==> src/rtl/rca_seq_ctrl_if.sv <==
// Operand/result handshake bundle for rca_seq_ctrl. Port ovf exists only when
// RCA_SEQ_OVF_EN is defined. Modport slave is the controller; master is the requester/consumer.
interface rca_seq_ctrl_if #(
    parameter int NBYTES = 4
);
    localparam int W = 8 * NBYTES;

    logic         in_valid;
    logic         in_ready;
    logic [W-1:0] a;
    logic [W-1:0] b;
    logic         cin;
    logic         out_valid;
    logic         out_ready;
    logic [W-1:0] sum;
    logic         cout;
    logic         busy;
`ifdef RCA_SEQ_OVF_EN
    logic         ovf;

    modport slave (
        input  in_valid, a, b, cin, out_ready,
        output in_ready, out_valid, sum, cout, busy, ovf
    );
    modport master (
        output in_valid, a, b, cin, out_ready,
        input  in_ready, out_valid, sum, cout, busy, ovf
    );
`else
    modport slave (
        input  in_valid, a, b, cin, out_ready,
        output in_ready, out_valid, sum, cout, busy
    );
    modport master (
        output in_valid, a, b, cin, out_ready,
        input  in_ready, out_valid, sum, cout, busy
    );
`endif
endinterface

==> src/rtl/rca_seq_ctrl.sv <==
// Byte-serial wide adder: one 8-bit slice reused LSB-first with a registered carry.
// Optional signed-overflow flag (port ovf) is built when RCA_SEQ_OVF_EN is defined.
module rca_seq_ctrl #(
    parameter int NBYTES = 4
) (
    input  logic             clk,
    input  logic             rst_n,
    rca_seq_ctrl_if.slave    bus,
    output logic [1:0]       state_dbg
);
    localparam int IDX_W = (NBYTES > 1) ? $clog2(NBYTES) : 1;
    localparam logic [IDX_W-1:0] LAST_IDX = IDX_W'(NBYTES - 1);

    typedef enum logic [1:0] {
        IDLE = 2'd0,
        RUN  = 2'd1,
        DONE = 2'd2
    } state_t;

    state_t state, next_state;

    logic [NBYTES-1:0][7:0] a_reg;
    logic [NBYTES-1:0][7:0] b_reg;
    logic [NBYTES-1:0][7:0] sum_reg;
    logic                   carry_reg;
    logic                   cout_reg;
    logic [IDX_W-1:0]       idx;

    logic [7:0] x1;
    logic [7:0] x2;
    logic [8:0] slice;
    logic       in_fire;
    logic       last_byte;

    // Handshakes: a transfer happens on a rising edge where valid && ready are both 1;
    // the source holds valid and its payload stable until that edge, ready never depends on valid.
    assign in_fire   = bus.in_valid && (state == IDLE);
    assign last_byte = (idx == LAST_IDX);

    assign x1    = a_reg[idx];
    assign x2    = b_reg[idx];
    assign slice = {1'b0, x1} + {1'b0, x2} + {8'd0, carry_reg};

    always_ff @(posedge clk or negedge rst_n) begin
        if (!rst_n) begin
            state <= IDLE;
        end else begin
            state <= next_state;
        end
    end

    always_comb begin
        next_state    = state;
        bus.in_ready  = 1'b0;
        bus.out_valid = 1'b0;
        bus.busy      = 1'b0;
        case (state)
            IDLE: begin
                bus.in_ready = 1'b1;
                if (bus.in_valid) begin
                    next_state = RUN;
                end
            end
            RUN: begin
                bus.busy = 1'b1;
                if (last_byte) begin
                    next_state = DONE;
                end
            end
            DONE: begin
                bus.busy      = 1'b1;
                bus.out_valid = 1'b1;
                if (bus.out_ready) begin
                    next_state = IDLE;
                end
            end
            default: begin
                next_state = IDLE;
            end
        endcase
    end

    always_ff @(posedge clk or negedge rst_n) begin
        if (!rst_n) begin
            a_reg     <= '0;
            b_reg     <= '0;
            sum_reg   <= '0;
            carry_reg <= 1'b0;
            cout_reg  <= 1'b0;
            idx       <= '0;
        end else if (in_fire) begin
            a_reg     <= bus.a;
            b_reg     <= bus.b;
            carry_reg <= bus.cin;
            sum_reg   <= '0;
            idx       <= '0;
        end else if (state == RUN) begin
            sum_reg[idx] <= slice[7:0];
            carry_reg    <= slice[8];
            if (last_byte) begin
                cout_reg <= slice[8];
            end else begin
                idx <= idx + 1'b1;
            end
        end
    end

`ifdef RCA_SEQ_OVF_EN
    logic ovf_reg;

    // On the last byte x1/x2 are the operand top bytes, so this is the full-width signed overflow.
    always_ff @(posedge clk or negedge rst_n) begin
        if (!rst_n) begin
            ovf_reg <= 1'b0;
        end else if ((state == RUN) && last_byte) begin
            ovf_reg <= (x1[7] == x2[7]) && (slice[7] != x1[7]);
        end
    end

    assign bus.ovf = ovf_reg;
`endif

    assign bus.sum   = sum_reg;
    assign bus.cout  = cout_reg;
    assign state_dbg = state;

endmodule

==> src/flat_wrapper.sv <==
// flat-port wrapper written by rule: the top's interface ports become plain ports
module rca_seq_ctrl_flat 
#(
    parameter int NBYTES = 4
)
  (clk, rst_n, state_dbg, bus_in_valid, bus_a, bus_b, bus_cin, bus_out_ready, bus_in_ready, bus_out_valid, bus_sum, bus_cout, bus_busy);
  rca_seq_ctrl_if #(.NBYTES(NBYTES)) bus_i ();
  input  logic clk;
  input  logic rst_n;
  output logic [1:0] state_dbg;
  input wire logic [$bits(bus_i.in_valid)-1:0] bus_in_valid;
  input wire logic [$bits(bus_i.a)-1:0] bus_a;
  input wire logic [$bits(bus_i.b)-1:0] bus_b;
  input wire logic [$bits(bus_i.cin)-1:0] bus_cin;
  input wire logic [$bits(bus_i.out_ready)-1:0] bus_out_ready;
  output wire logic [$bits(bus_i.in_ready)-1:0] bus_in_ready;
  output wire logic [$bits(bus_i.out_valid)-1:0] bus_out_valid;
  output wire logic [$bits(bus_i.sum)-1:0] bus_sum;
  output wire logic [$bits(bus_i.cout)-1:0] bus_cout;
  output wire logic [$bits(bus_i.busy)-1:0] bus_busy;
  assign bus_i.in_valid = bus_in_valid;
  assign bus_i.a = bus_a;
  assign bus_i.b = bus_b;
  assign bus_i.cin = bus_cin;
  assign bus_i.out_ready = bus_out_ready;
  assign bus_in_ready = bus_i.in_ready;
  assign bus_out_valid = bus_i.out_valid;
  assign bus_sum = bus_i.sum;
  assign bus_cout = bus_i.cout;
  assign bus_busy = bus_i.busy;
  rca_seq_ctrl #(.NBYTES(NBYTES)) u_core (.clk(clk), .rst_n(rst_n), .bus(bus_i), .state_dbg(state_dbg));
endmodule
==> config.mk <==
export PLATFORM = sky130hd
export DESIGN_NAME = rca_seq_ctrl_flat
export DESIGN_NICKNAME = d
export VERILOG_FILES = /design/src/rtl/rca_seq_ctrl_if.sv /design/src/rtl/rca_seq_ctrl.sv /design/src/flat_wrapper.sv
export SDC_FILE = /design/constraint.sdc
export NUM_CORES = 1
export LEC_CHECK = 0
export ABC_CLOCK_PERIOD_IN_PS = 4350
export CORE_MARGIN = 3
export CORE_UTILIZATION = 55
export DETAILED_ROUTE_END_ITERATION = 7
export DONT_BUFFER_PORTS = 1
export PLACE_DENSITY_LB_ADDON = 0.1
export SYNTH_ARGS = -nofsm -noshare
export SYNTH_HDL_FRONTEND = slang
export SYNTH_SLANG_ARGS = --single-unit
==> constraint.sdc <==
create_clock -name clk -period 4.35 [get_ports clk]
set_clock_uncertainty 0.1 [all_clocks]
set_input_delay 1.0875 -clock clk [delete_from_list [all_inputs] [get_ports clk]]
set_output_delay 1.0875 -clock clk [all_outputs]
set_load 0.03 [all_outputs]
Word-level counts from Yosys, hierarchy flattened:

Cells that the tools add are included.

* input bits: 69
* logic and storage cells: 58
* flip-flop bits (word level): 102

* bitwise operators: 1
* reductions and logical operators: 8
* multiplexer cells: 21
* $add $sub $neg: 3
* eq/ne operators: 7
* $lt $le $gt $ge: 2

Operator list (count)
* 32-bit two-way mux: 2
* 8-bit binary-select mux with 2-bit select: 2
* 32-bit bitwise mux: 1
* 8-bit two-way mux: 3
* 8-bit demux with 2-bit select: 1
* 2-bit two-way mux: 6
* 8-bit by 8-bit adder with 9-bit output: 1
* 9-bit by 1-bit adder with 9-bit output: 1
* 2-bit one-hot mux with 3 select lines: 1
* 3-bit AND reduction: 2
* 1-bit two-way mux: 5
* 2-bit == test, second input constant: 2
* 2-bit by 1-bit != test with 1-bit output, second input constant: 2
* 2-bit != test, second input constant: 2
* 2-bit by 3-bit less-than comparator with 1-bit output, second input constant: 1
* 2-bit by 1-bit adder with 2-bit output, second input constant: 1
* 2-bit by 1-bit == test with 1-bit output, second input constant: 1
* 2-bit by 1-bit >= comparator with 1-bit output, second input constant: 1
* 1-bit logical AND: 2
* 2-bit zero test: 1
* 2-bit AND reduction: 1
* 2-bit nonzero test: 1
* 2-bit OR reduction: 1
* 1-bit inverter: 1

Depth between registers and ports, before layout:

Gate-level depths: netlist (run 1).

* word-level depth: 7
* depth in mapped cells: 9
* gate-level depth less buffers: 7

Worst setup path after synthesis (run 1):

No wires, ideal clock.

* kind: register to register
* from: register u_core.idx[0]
* to: register u_core.sum_reg, in the netlist u_core.bus.sum[14]
* path slack: 1.254 ns
* stages on the path, launching flop included: 9
* path buffers: 1
* data arrival time: 2.875 ns
* data required time: 4.129 ns
* cells stage by stage: dfrtp_1 > buf_2 > mux4_2 > fa_1 > fa_1 > a21o_1 > a221o_1 > xor2_1 > a22o_1

* longest elaborated chain between the ends: 7
* elaborated cells between the ends (all ways): 14
* classes of those cells: add/sub (2); order compare (2); mux (9); reduce/logical (1)

Ends and longest elaborated chain
* start: declaration: RTL line rca_seq_ctrl.sv:27 `logic [IDX_W-1:0] idx;`
* start signal: assignment: RTL line rca_seq_ctrl.sv:103 `idx <= idx + 1'b1;`
* 8-bit binary-select mux with 2-bit select, or another cell as far along: RTL line rca_seq_ctrl.sv:40 `assign x1 = a_reg[idx];`
* 8-bit two-way mux (implied by the code), or another cell as far along: RTL line rca_seq_ctrl.sv:40
* 8-bit by 8-bit adder with 9-bit output / 8-bit two-way mux (equally long branches): RTL line rca_seq_ctrl.sv:42, rca_seq_ctrl.sv:98
* 9-bit by 1-bit adder with 9-bit output / 8-bit demux with 2-bit select (equally long branches)
* 32-bit bitwise mux *: RTL line rca_seq_ctrl.sv:98 `sum_reg[idx] <= slice[7:0];`
* 32-bit two-way mux *: RTL line rca_seq_ctrl.sv:97 `end else if (state == RUN) begin`
* 32-bit two-way mux *: RTL line rca_seq_ctrl.sv:91 `end else if (in_fire) begin`
* end signal: indexed assignment: RTL line rca_seq_ctrl.sv:98
* end: declaration: RTL line rca_seq_ctrl.sv:24 `logic [NBYTES-1:0][7:0] sum_reg;`

Every way passes the cells marked *; elsewhere a longest branch is shown, timed or not. The select of a mux whose other input is x is not followed.
A chain may end at the register's enable or synchronous reset.

Final worst setup path (run 1):

* from: register u_core.idx[1]
* to: register u_core.sum_reg, in the netlist u_core.bus.sum[22]

The elaborated chain is that of the path after synthesis.

==> out/summary.txt, run 1 <==
Status: completed
Internal cell power: 2.50 mW
Path depth of the worst reg2reg path: 7
Antenna Nets Post-Route: 0
Max-slew headroom at the worst pin: 38.8%
Register share of total power: 40.9%
Post-route fraction of the period consumed by the critical path: 78.3%
Net Count, Synth: 572
Final layout net count: 559
Yosys warnings: 0
Cell leakage power: 2.49 nW
Power per cell area: 904 nW/um2
Most used DFF post-synth: sky130_fd_sc_hd__dfrtp_1
Hpwl dp: 7130 um
Quantity of gates resized following cts: 0
Cells traversed along the worst timing path: mux4_2 -> fa_1 -> fa_1 -> a21o_1 -> a221o_1 -> xor2_1 -> a22o_1
Crit path arrival time: 3.60 ns
Root cell of the clock tree: sky130_fd_sc_hd__clkbuf_8
Cell types occupying the most area after synthesis: sky130_fd_sc_hd__dfrtp_1 (54%), sky130_fd_sc_hd__nand2_1 (17%), sky130_fd_sc_hd__mux4_2 (7.6%), sky130_fd_sc_hd__ha_1 (4.0%), sky130_fd_sc_hd__a22o_1 (2.2%)
Number of enable flip-flop cells after synthesis: 0
Actual slew at the worst max-slew pin: 0.918 ns
Power share of the clock group: 14.6%
Row count: 33
Final setup fails: 0
Max Transition Viols Final: 0
Type of destination of the critical path: register
Final Wtd Congestion: 0.807
Largest driver fanout on the critical path: 19
Overall die area: 9720 um2
Fraction of layout cells with a size suffix above 1: 7.97%
Critical path class: register to register
Hold/Removal Path Class: input port to async pin
Die extent in y: 98.6 um
Max capacitance violation total: 0
Number of gates on the worst path with buffers counted: 7
Total power of the final layout: 4.51 mW
Setup repair after global routing missed its margin: no
Post-synthesis area per instance: 9.70 um2
I/O pin count: 107
Antenna cells: 0
Routed length per instance: 17.0 um
Total track usage: 21.3%
Post-placement cell count: 567
Post-route setup TNS: 0 ns
Placeable core region: 8260 um2
Worst hold slack after final layout: 0.310 ns
Clock edge transition at the registers on the reported setup and hold paths: 0.10 ns
Family of cells with the greatest summed delay on the critical path: adder cells
Worst path max stage delay: 0.85 ns
Drt first-iter violations: 130
Crit path max-delay cell type: sky130_fd_sc_hd__dfrtp_1
First-pass DRT Iterations: 4
Critical path data required time: 4.55 ns
Detail-routed via count per cell: 5.56
Number of H-tree levels: 3
Overall via count from detail_route: 3,236
Clock tree from TritonCTS: done
Proportion of synthesized chip area in sequential cells: 54.1%
Number of buffers inserted by hold repair at cts: 0
Switching component of the power: 2.01 mW
Library cell appearing most often on the critical path: sky130_fd_sc_hd__fa_1
Inserted Clock Buffers: 9
Remaining DRCs: 0
Final worst-path setup slack: 0.945 ns
GR Overflow Total: 0
Combinational share of power: 44.5%
Number of port buffers: 0
Pin count of the biggest net entering global routing: 103
Min Clock Period, post-route: 3.40 ns
Setup bufs post-CTS: 0
Share of Yosys cell area claimed by the top area cell type: 54.1%
F_max: 294 MHz
Initial core utilization: 57.1%
Area leader, netlist: sky130_fd_sc_hd__dfrtp_1
Post-placement setup slack: 0.929 ns
Floorplan die width: 98.6 um
Number of library cell types mapped by synthesis: 30
Fraction of power spent switching nets: 44.6%
Total clock sinks: 102
Vias in the first global route: 3,233
Critical path buffers and inverters: 0
Crit path launch type: register
Fraction of registers with async set or reset after synthesis: 100%
Final Routed Wirelength: 9870 um
Final number of hold-violating endpoints: 0
IR Drop Worst-Case VDD: 0.000372 V
Post-route non-filler standard cell count: 582
Count of mapped cells out of synthesis: 486
Flip-flop and latch count after synthesis: 102
First-pass GRT wire length: 16,400 um
Clock insertion delay at the later pin of the skew report: 0.35 ns
Area added between synthesis and finish: 5.70%
Initial antenna violation count: 0
Post-Syn Area: 4720 um2
Max Root-Sink Buffers: 2
layout make-up:
| cell class | instances | area [um2] |
|---|---|---|
| Inverter | 6 | 22.5 |
| Multi-Input combinational cell | 351 | 2030 |
| Fill cell | 721 | 3270 |
| Clock inverter | 5 | 83.8 |
| Clock buffer | 10 | 138 |
| Tap cell | 105 | 131 |
| Sequential cell | 102 | 2550 |
| Timing Repair Buffer | 3 | 22.5 |
worst register-to-register path, stage by stage (launching register included):
cell and delay [ns]:
sky130_fd_sc_hd__dfrtp_1 0.85, sky130_fd_sc_hd__mux4_2 0.43, sky130_fd_sc_hd__fa_1 0.47, sky130_fd_sc_hd__fa_1 0.44, sky130_fd_sc_hd__a21o_1 0.21, sky130_fd_sc_hd__a221o_1 0.33
sky130_fd_sc_hd__xor2_1 0.33, sky130_fd_sc_hd__a22o_1 0.19
synth_stat cells, types with 2 or more instances:
master and number:
sky130_fd_sc_hd__o21ai_0 7, sky130_fd_sc_hd__dfrtp_1 102, sky130_fd_sc_hd__and2_1 5, sky130_fd_sc_hd__ha_1 15, sky130_fd_sc_hd__a211oi_1 4, sky130_fd_sc_hd__nor2b_1 2
sky130_fd_sc_hd__a21oi_1 17, sky130_fd_sc_hd__buf_2 4, sky130_fd_sc_hd__a31oi_1 11, sky130_fd_sc_hd__inv_1 6, sky130_fd_sc_hd__a22o_1 12, sky130_fd_sc_hd__nand2_1 219
sky130_fd_sc_hd__nand3_1 4, sky130_fd_sc_hd__clkbuf_1 22, sky130_fd_sc_hd__a21o_1 4, sky130_fd_sc_hd__or3_1 5, sky130_fd_sc_hd__mux4_2 16, sky130_fd_sc_hd__xnor2_1 4
sky130_fd_sc_hd__fa_1 2, sky130_fd_sc_hd__nor2_1 15
cell families after synthesis:
logic type,synth area share [%]
compound gates,8.49
xor+xnor,0.929
fa+ha+maj,4.83
buf+inv,2.81
flops,54.1
mux,7.88
simple gates,20.9
path summary, 6_finish.rpt:
kind                                   from                  to  slack, ns
min reg2reg                u_core.a_reg[18]    u_core.a_reg[18]       0.38
max reg2reg                   u_core.idx[1]  u_core.bus.sum[22]       0.95
max                           u_core.idx[1]  u_core.bus.sum[22]       0.95
min                                   rst_n   u_core.bus.sum[1]       0.31
min in group clk           u_core.a_reg[18]    u_core.a_reg[18]       0.38
max in group asynchronous             rst_n     u_core.b_reg[5]       3.66
per-layer routing:
layer  track usage (%)  share of wire (%)  vias to the layer above
met5                 0                  0                        -
met4              6.93                1.7                        0
met3              5.02                5.6                       14
met2              34.2                 48                       97
met1              28.8                 45                     1552
li1                  -                  -                     1573
per-stage QoR:
stage	instance area (um2)	utilization (%)
floorplan	4720	-
CTS	4980	60.4
global placement	4760	57.7
global route	4980	60.4
detailed placement	4760	57.7
finish	4980	60.4
cells in the final DEF (no fill, tap or decap), drive strengths merged, types with 5 or more instances in the layout:
master,netlist,final
and2,5,5
dfrtp,102,102
a21oi,18,18
o21ai,7,7
ha,15,15
a22o,12,12
nor2,15,15
mux4,16,16
inv,6,6
nand2,219,219
or3,5,5
a31oi,11,11
clkbuf,22,10
power by group through the flow:
| stage | combinational (mW) | sequential [mW] | clock (mW) |
|---|---|---|---|
| after detailed placement | 2.01 | 1.87 | 0 |
| after global placement | 1.96 | 1.86 | 0 |
| final | 2.01 | 1.84 | 0.659 |
| after global routing | 2.26 | 1.90 | 0.708 |
| after floorplan | 1.63 | 1.75 | 0 |
| after CTS | 2.02 | 1.85 | 0.667 |
Note: power is estimated with default switching activity, not from simulation.
==> inputs of run 2 (changes only) <==
Settings changed: ABC_CLOCK_PERIOD_IN_PS 4350 to 2900.
Clock period 4.35 ns to 2.9 ns, I/O delays scaled along.
==> out/summary.txt, run 2 (synthesis gave the netlist of run 1 again) <==
Critical path class: register to register
IR Drop Worst-Case VDD: 0.000716 V (+92%)
Final setup fails: 0 (unchanged)
Status: finished, violations left
Fraction of layout cells with a size suffix above 1: 11.6% (+3.6 points)
Actual slew at the worst max-slew pin: 0.539 ns (-0.379 ns)
Initial core utilization: 57.1% (unchanged)
Library cell appearing most often on the critical path: sky130_fd_sc_hd__fa_2
Family of cells with the greatest summed delay on the critical path: adder cells
Utilization after layout: 62.3% (+1.9 points)
Root cell of the clock tree: sky130_fd_sc_hd__clkbuf_8
Vias in the first global route: 3,436 (+6.3%)
Crit path max-delay cell type: sky130_fd_sc_hd__mux4_2
Power share of the clock group: 14.4% (-0.2 points)
Worst hold slack after final layout: -0.0706 ns (-0.381 ns)
Leading cell type in the layout, fill and taps excluded: sky130_fd_sc_hd__nand2_1
Cell leakage power: 2.59 nW (+3.7%)
Critical path data required time: 3.06 ns (-1.49 ns)
Detail-routed via count per cell: 5.60 (+0.70%)
Cell area after layout: 5140 um2 (+3.2%)
Placeable core region: 8260 um2 (unchanged)
Drt first-iter violations: 221 (+70%)
Internal cell power: 4.02 mW (+61%)
Global Route met1 Usage: 29.8% (+1.0 points)
Antenna Nets Post-Route: 0 (unchanged)
Register share of total power: 38.3% (-2.6 points)
Violations in the final reports: negative hold slack
Final Wtd Congestion: 0.829 (+2.8%)
Max Transition Viols Final: 0 (unchanged)
Crit path arrival time: 3.04 ns (-0.56 ns)
Most frequent cells in the layout: sky130_fd_sc_hd__nand2_1 (218), sky130_fd_sc_hd__dfrtp_1 (101), sky130_fd_sc_hd__mux4_2 (16), sky130_fd_sc_hd__a21oi_1 (16)
Clock insertion delay at the later pin of the skew report: 0.37 ns (+0.02 ns)
GR Overflow Total: 0 (unchanged)
Total track usage: 22.3% (+1.1 points)
Fraction of power spent switching nets: 44.0% (-0.52 points)
Worst path max stage delay: 0.53 ns (-0.32 ns)
Post-route fraction of the period consumed by the critical path: 99.3% (+21 points)
Setup repair after global routing missed its margin: yes
Max Root-Sink Buffers: 2 (unchanged)
Die extent in y: 98.6 um (unchanged)
Post-route setup TNS: 0 ns (unchanged)
Number of port buffers: 0 (unchanged)
Type of destination of the critical path: register
Final Routed Wirelength: 10,500 um (+6.0%)
M3 GR Usage: 5.73% (+0.71 points)
Total power of the final layout: 7.18 mW (+59%)
Clock tree from TritonCTS: done
Antenna cells: 0 (unchanged)
Remaining DRCs: 0 (unchanged)
Inserted Clock Buffers: 9 (unchanged)
Row count: 33 (unchanged)
Count of filler cells inserted in the layout: 688 (-4.6%)
Max-slew headroom at the worst pin: 63.8% (+25 points)
Routed length per instance: 17.5 um (+3.5%)
F_max: 347 MHz (+18%)
Critical path buffers and inverters: 0 (unchanged)
Final number of hold-violating endpoints: 102 (+102)
Dpl cell area: 4870 um2 (+2.2%)
Overall die area: 9720 um2 (unchanged)
Largest driver fanout on the critical path: 4 (-15)
Switching component of the power: 3.16 mW (+58%)
Crit path launch type: register
Combinational share of power: 47.4% (+2.9 points)
Hpwl dp: 7570 um (+6.2%)
Min Clock Period, post-route: 2.88 ns (-0.526 ns)
Pin count of the biggest net entering global routing: 103 (unchanged)
First-pass GRT wire length: 17,100 um (+3.7%)
Final layout net count: 572 (+2.3%)
Floorplan die width: 98.6 um (unchanged)
Busiest metal layer after global routing: met2
Max capacitance violation total: 0 (unchanged)
Area added between synthesis and finish: 9.10%
Overall via count from detail_route: 3,337 (+3.1%)
Number of H-tree levels: 3 (unchanged)
Hold/Removal Path Class: input port to async pin
Clock edge transition at the registers on the reported setup and hold paths: 0.10 ns (about the same)
Met2 usage in global routing: 36.2% (+2.0 points)
Cells traversed along the worst timing path: mux4_2 -> fa_2 -> fa_2 -> a21o_1 -> a221o_1 -> xor2_2 -> a22o_1
Power per cell area: 1400 nW/um2 (+54%)
Initial antenna violation count: 0 (unchanged)
I/O pin count: 107 (unchanged)
Total clock sinks: 102 (unchanged)
First-pass DRT Iterations: 4 (unchanged)
-- run 2: cell count changes in the layout (fill, tap and decap cells not counted), moves of 2 or more --
cell | previous run | this run
sky130_fd_sc_hd__buf_12 | 0 | 2
sky130_fd_sc_hd__buf_4 | 3 | 14
sky130_fd_sc_hd__clkbuf_8 | 10 | 12
sky130_fd_sc_hd__clkinvlp_4 | 2 | 0
sky130_fd_sc_hd__fa_1 | 2 | 0
sky130_fd_sc_hd__fa_2 | 0 | 2
-- run 2: per-stage QoR --
stage | hold slack, ns | cells | setup slack (ns)
after floorplan | 0.329 | 486 | 0.0199
after global placement | 0.332 | 577 | -0.0544
after detailed placement | 0.332 | 577 | -0.123
after CTS | -0.0705 | 594 | 0.00340
after global routing | -0.0908 | 596 | -0.0565
final | -0.0706 | 596 | 0.0215
-- run 2: area by class of cell --
type,count,area [um2],area share [%]
clock inverter,3,65.1,1.26
tap,105,131,2.55
sequential,102,2550,49.6
inverter,6,22.5,0.438
multi-input combinational,351,2060,40.0
timing repair buffer,16,145,2.82
clock buffer,13,169,3.28
-- run 2: final timing paths --
path                                   from                 end  slack, ns  depth (start not counted)
setup / recovery              u_core.idx[0]  u_core.bus.sum[14]       0.02                          7
hold / removal                        rst_n   u_core.bus.sum[0]      -0.07                          0
setup reg to reg              u_core.idx[0]  u_core.bus.sum[14]       0.02                          7
hold reg to reg            u_core.b_reg[20]    u_core.b_reg[20]       0.38                          2
max in group asynchronous             rst_n  u_core.bus.sum[11]       2.57                          0
min in group clk                  bus_b[12]    u_core.b_reg[12]       0.35                          2
-- run 2: timing repair --
| action | CTS | global route |
|---|---|---|
| buffers inserted | 1 | 2 |
| hold endpoints to repair | 102 | 102 |
| pin swaps | 0 | 0 |
| endpoints found under the setup margin | 6 | 6 |
| resized for setup | 2 | 2 |
-- run 2: worst register-to-register path: cells and delay by family (launching register included) --
family / cells / cell delay (ns)
XOR/XNOR: 1 / 0.19
adder cells (fa/ha/maj): 2 / 0.77
AO/OA/AOI/OAI: 3 / 0.77
multiplexers: 1 / 0.53
flip-flops: 1 / 0.42
-- run 2: power by group through the flow --
stage | registers, mW | clock network [mW] | logic (mW)
after floorplan | 2.63 | 0 | 2.46
after global placement | 2.76 | 0 | 3.14
after detailed placement | 2.78 | 0 | 3.24
after CTS | 2.75 | 1.04 | 3.29
after global routing | 2.82 | 1.11 | 3.79
final | 2.75 | 1.03 | 3.40
-- run 2: layer usage --
metal	vias to the layer above	routed length, um
met1	1622	4580
met5	-	0
li1	1601	-
met3	15	580
met4	0	158
met2	99	5140
==> inputs of run 3 (changes only) <==
Settings changed: CORE_MARGIN 3 to 2.
==> out/summary.txt, run 3 (synthesis gave the netlist of run 1 again) <==
Remaining DRCs: 0 (unchanged)
Setup repair after global routing missed its margin: yes
I/O pin count: 107 (unchanged)
Library cell appearing most often on the critical path: sky130_fd_sc_hd__fa_2
Final setup fails: 0 (unchanged)
Clock edge transition at the registers on the reported setup and hold paths: 0.09 ns (about the same)
Overall via count from detail_route: 3,324 (-0.39%)
Type of destination of the critical path: register
Total track usage: 23.9% (+1.5 points)
Die extent in y: 96.6 um (-2.0%)
Fraction of layout cells with a size suffix above 1: 11.1% (-0.52 points)
Post-placement cell count: 575 (-0.35%)
Worst path max stage delay: 0.55 ns (+0.02 ns)
Met2 usage in global routing: 40.6% (+4.4 points)
First-pass DRT Iterations: 4 (unchanged)
Routed length per instance: 17.7 um (+0.87%)
First-pass GRT wire length: 16,600 um (-2.9%)
Cell leakage power: 2.56 nW (-1.2%)
Final number of hold-violating endpoints: 102 (unchanged)
Clock insertion delay at the later pin of the skew report: 0.37 ns (about the same)
GR Overflow Total: 0 (unchanged)
Initial antenna violation count: 0 (unchanged)
Pin count of the biggest net entering global routing: 103 (unchanged)
Power per cell area: 1390 nW/um2 (-0.14%)
Worst flop-to-flop path endpoint: u_core.bus.sum[14]
Final Wtd Congestion: 0.818 (-1.4%)
Status: finished, violations left
Final layout net count: 569 (-0.52%)
Number of port buffers: 0 (unchanged)
Critical path buffers and inverters: 0 (unchanged)
Critical path data required time: 3.06 ns (about the same)
Antenna cells: 0 (unchanged)
Post-route setup TNS: 0 ns (unchanged)
Clock tree from TritonCTS: done
Busiest metal layer after global routing: met2
M3 GR Usage: 5.66% (-0.069 points)
Hpwl dp: 7540 um (-0.37%)
Drt first-iter violations: 149 (-33%)
Placeable core region: 8260 um2 (unchanged)
Final worst-path setup slack: 0.0202 ns (-0.00127 ns)
Actual slew at the worst max-slew pin: 0.518 ns (-0.0203 ns)
Global Route met1 Usage: 30.0% (+0.27 points)
Min Clock Period, post-route: 2.88 ns (+0.00127 ns)
Violations in the final reports: negative hold slack
F_max: 347 MHz (about the same)
Worst reg2reg path startpoint: u_core.idx[0]
Launching instance or port of the critical path: u_core.idx[0]
Leading cell type in the layout, fill and taps excluded: sky130_fd_sc_hd__nand2_1
Total power of the final layout: 7.11 mW (-1.1%)
Max Root-Sink Buffers: 2 (unchanged)
Max Transition Viols Final: 0 (unchanged)
Largest driver fanout on the critical path: 4 (unchanged)
Post-route fraction of the period consumed by the critical path: 99.3% (about the same)
Count of filler cells inserted in the layout: 735 (+6.8%)
Initial core utilization: 57.1% (unchanged)
Floorplan die width: 96.6 um (-2.0%)
Root cell of the clock tree: sky130_fd_sc_hd__clkbuf_8
Family of cells with the greatest summed delay on the critical path: adder cells
Crit path arrival time: 3.04 ns (about the same)
Row count: 33 (unchanged)
Hold/Removal Path Class: input port to async pin
Crit path launch type: register
Detail-routed via count per cell: 5.61 (+0.28%)
Number of gates on the worst path with buffers counted: 7 (unchanged)
Max-slew headroom at the worst pin: 65.2% (+1.4 points)
IR Drop Worst-Case VDD: 0.000609 V (-15%)
Antenna Nets Post-Route: 0 (unchanged)
Critical path class: register to register
Inserted Clock Buffers: 9 (unchanged)
Cells traversed along the worst timing path: mux4_2 -> fa_2 -> fa_2 -> a21o_1 -> a221o_1 -> xor2_2 -> a22o_1
Worst hold slack after final layout: -0.0569 ns (+0.0137 ns)
Post-route non-filler standard cell count: 592 (-0.67%)
Most frequent cells in the layout: sky130_fd_sc_hd__nand2_1 (218), sky130_fd_sc_hd__dfrtp_1 (101), sky130_fd_sc_hd__a21oi_1 (17)
Crit path max-delay cell type: sky130_fd_sc_hd__mux4_2
Vias in the first global route: 3,343 (-2.7%)
Overall die area: 9330 um2 (-4.0%)
Number of H-tree levels: 3 (unchanged)
Max capacitance violation total: 0 (unchanged)
Area added between synthesis and finish: 8.09%
Post-placement setup slack: -0.0669 ns (+0.0563 ns)
Final Routed Wirelength: 10,500 um (+0.19%)
Total clock sinks: 102 (unchanged)
Capturing instance or port of the critical path: u_core.bus.sum[14]
Setup slack on the worst flop-to-flop path: 0.02 ns (about the same)
Path depth of the worst reg2reg path: 7 (unchanged)
[run 3: changes by cell type in the layout (fill, tap and decap cells not counted), sizes merged]
cell	delta
buf	-3
clkbuf	-3
inv	+1
clkinv	+1
[run 3: per-layer routing]
layer	part of all wire [%]	vias up
met2	50	91
li1	-	1590
met1	42	1622
met3	5.7	21
met4	2.1	0
met5	0	-
[run 3: worst min path at each step]
stage               startpoint                  end  slack, ns  cells after the start
global route             rst_n      u_core.bus.cout      -0.08                      0
floorplan                rst_n      u_core.a_reg[0]       0.33                      0
global placement         rst_n  u_core.state_dbg[0]       0.33                      0
detailed placement       rst_n    u_core.bus.sum[0]       0.33                      0
CTS                      rst_n      u_core.a_reg[2]      -0.07                      0
finish                   rst_n    u_core.bus.sum[0]      -0.06                      0
[run 3: what timing repair did]
item	CTS	global route
cloned	0	0
hold endpoints to repair	102	102
setup buffers	1	1
gates resized for setup	3	1
setup endpoints to repair	6	15
pin swaps	8	3
[run 3: final cells by class]
| type | instances | area (um2) | share of cell area (%) |
|---|---|---|---|
| inverters | 6 | 22.5 | 0.442 |
| well taps | 105 | 131 | 2.58 |
| flip-flops and latches | 102 | 2550 | 50.1 |
| clock buffers | 10 | 138 | 2.70 |
| multi-input cells | 351 | 2060 | 40.4 |
| clock inverters | 5 | 82.6 | 1.62 |
| repair buffers | 13 | 110 | 2.16 |
[run 3: power breakdown]
group	leakage, nW	switching, mW	internal [mW]
clock network	0.113	0.496	0.509
logic	1.14	1.93	1.41
registers	1.30	0.734	2.03
[run 3: metrics by stage]
step                      util, %  area, um2
after floorplan                 -       4730
after global placement       58.6       4840
after detailed placement     58.6       4840
after CTS                    61.6       5080
after global routing         61.7       5100
final                        61.7       5100
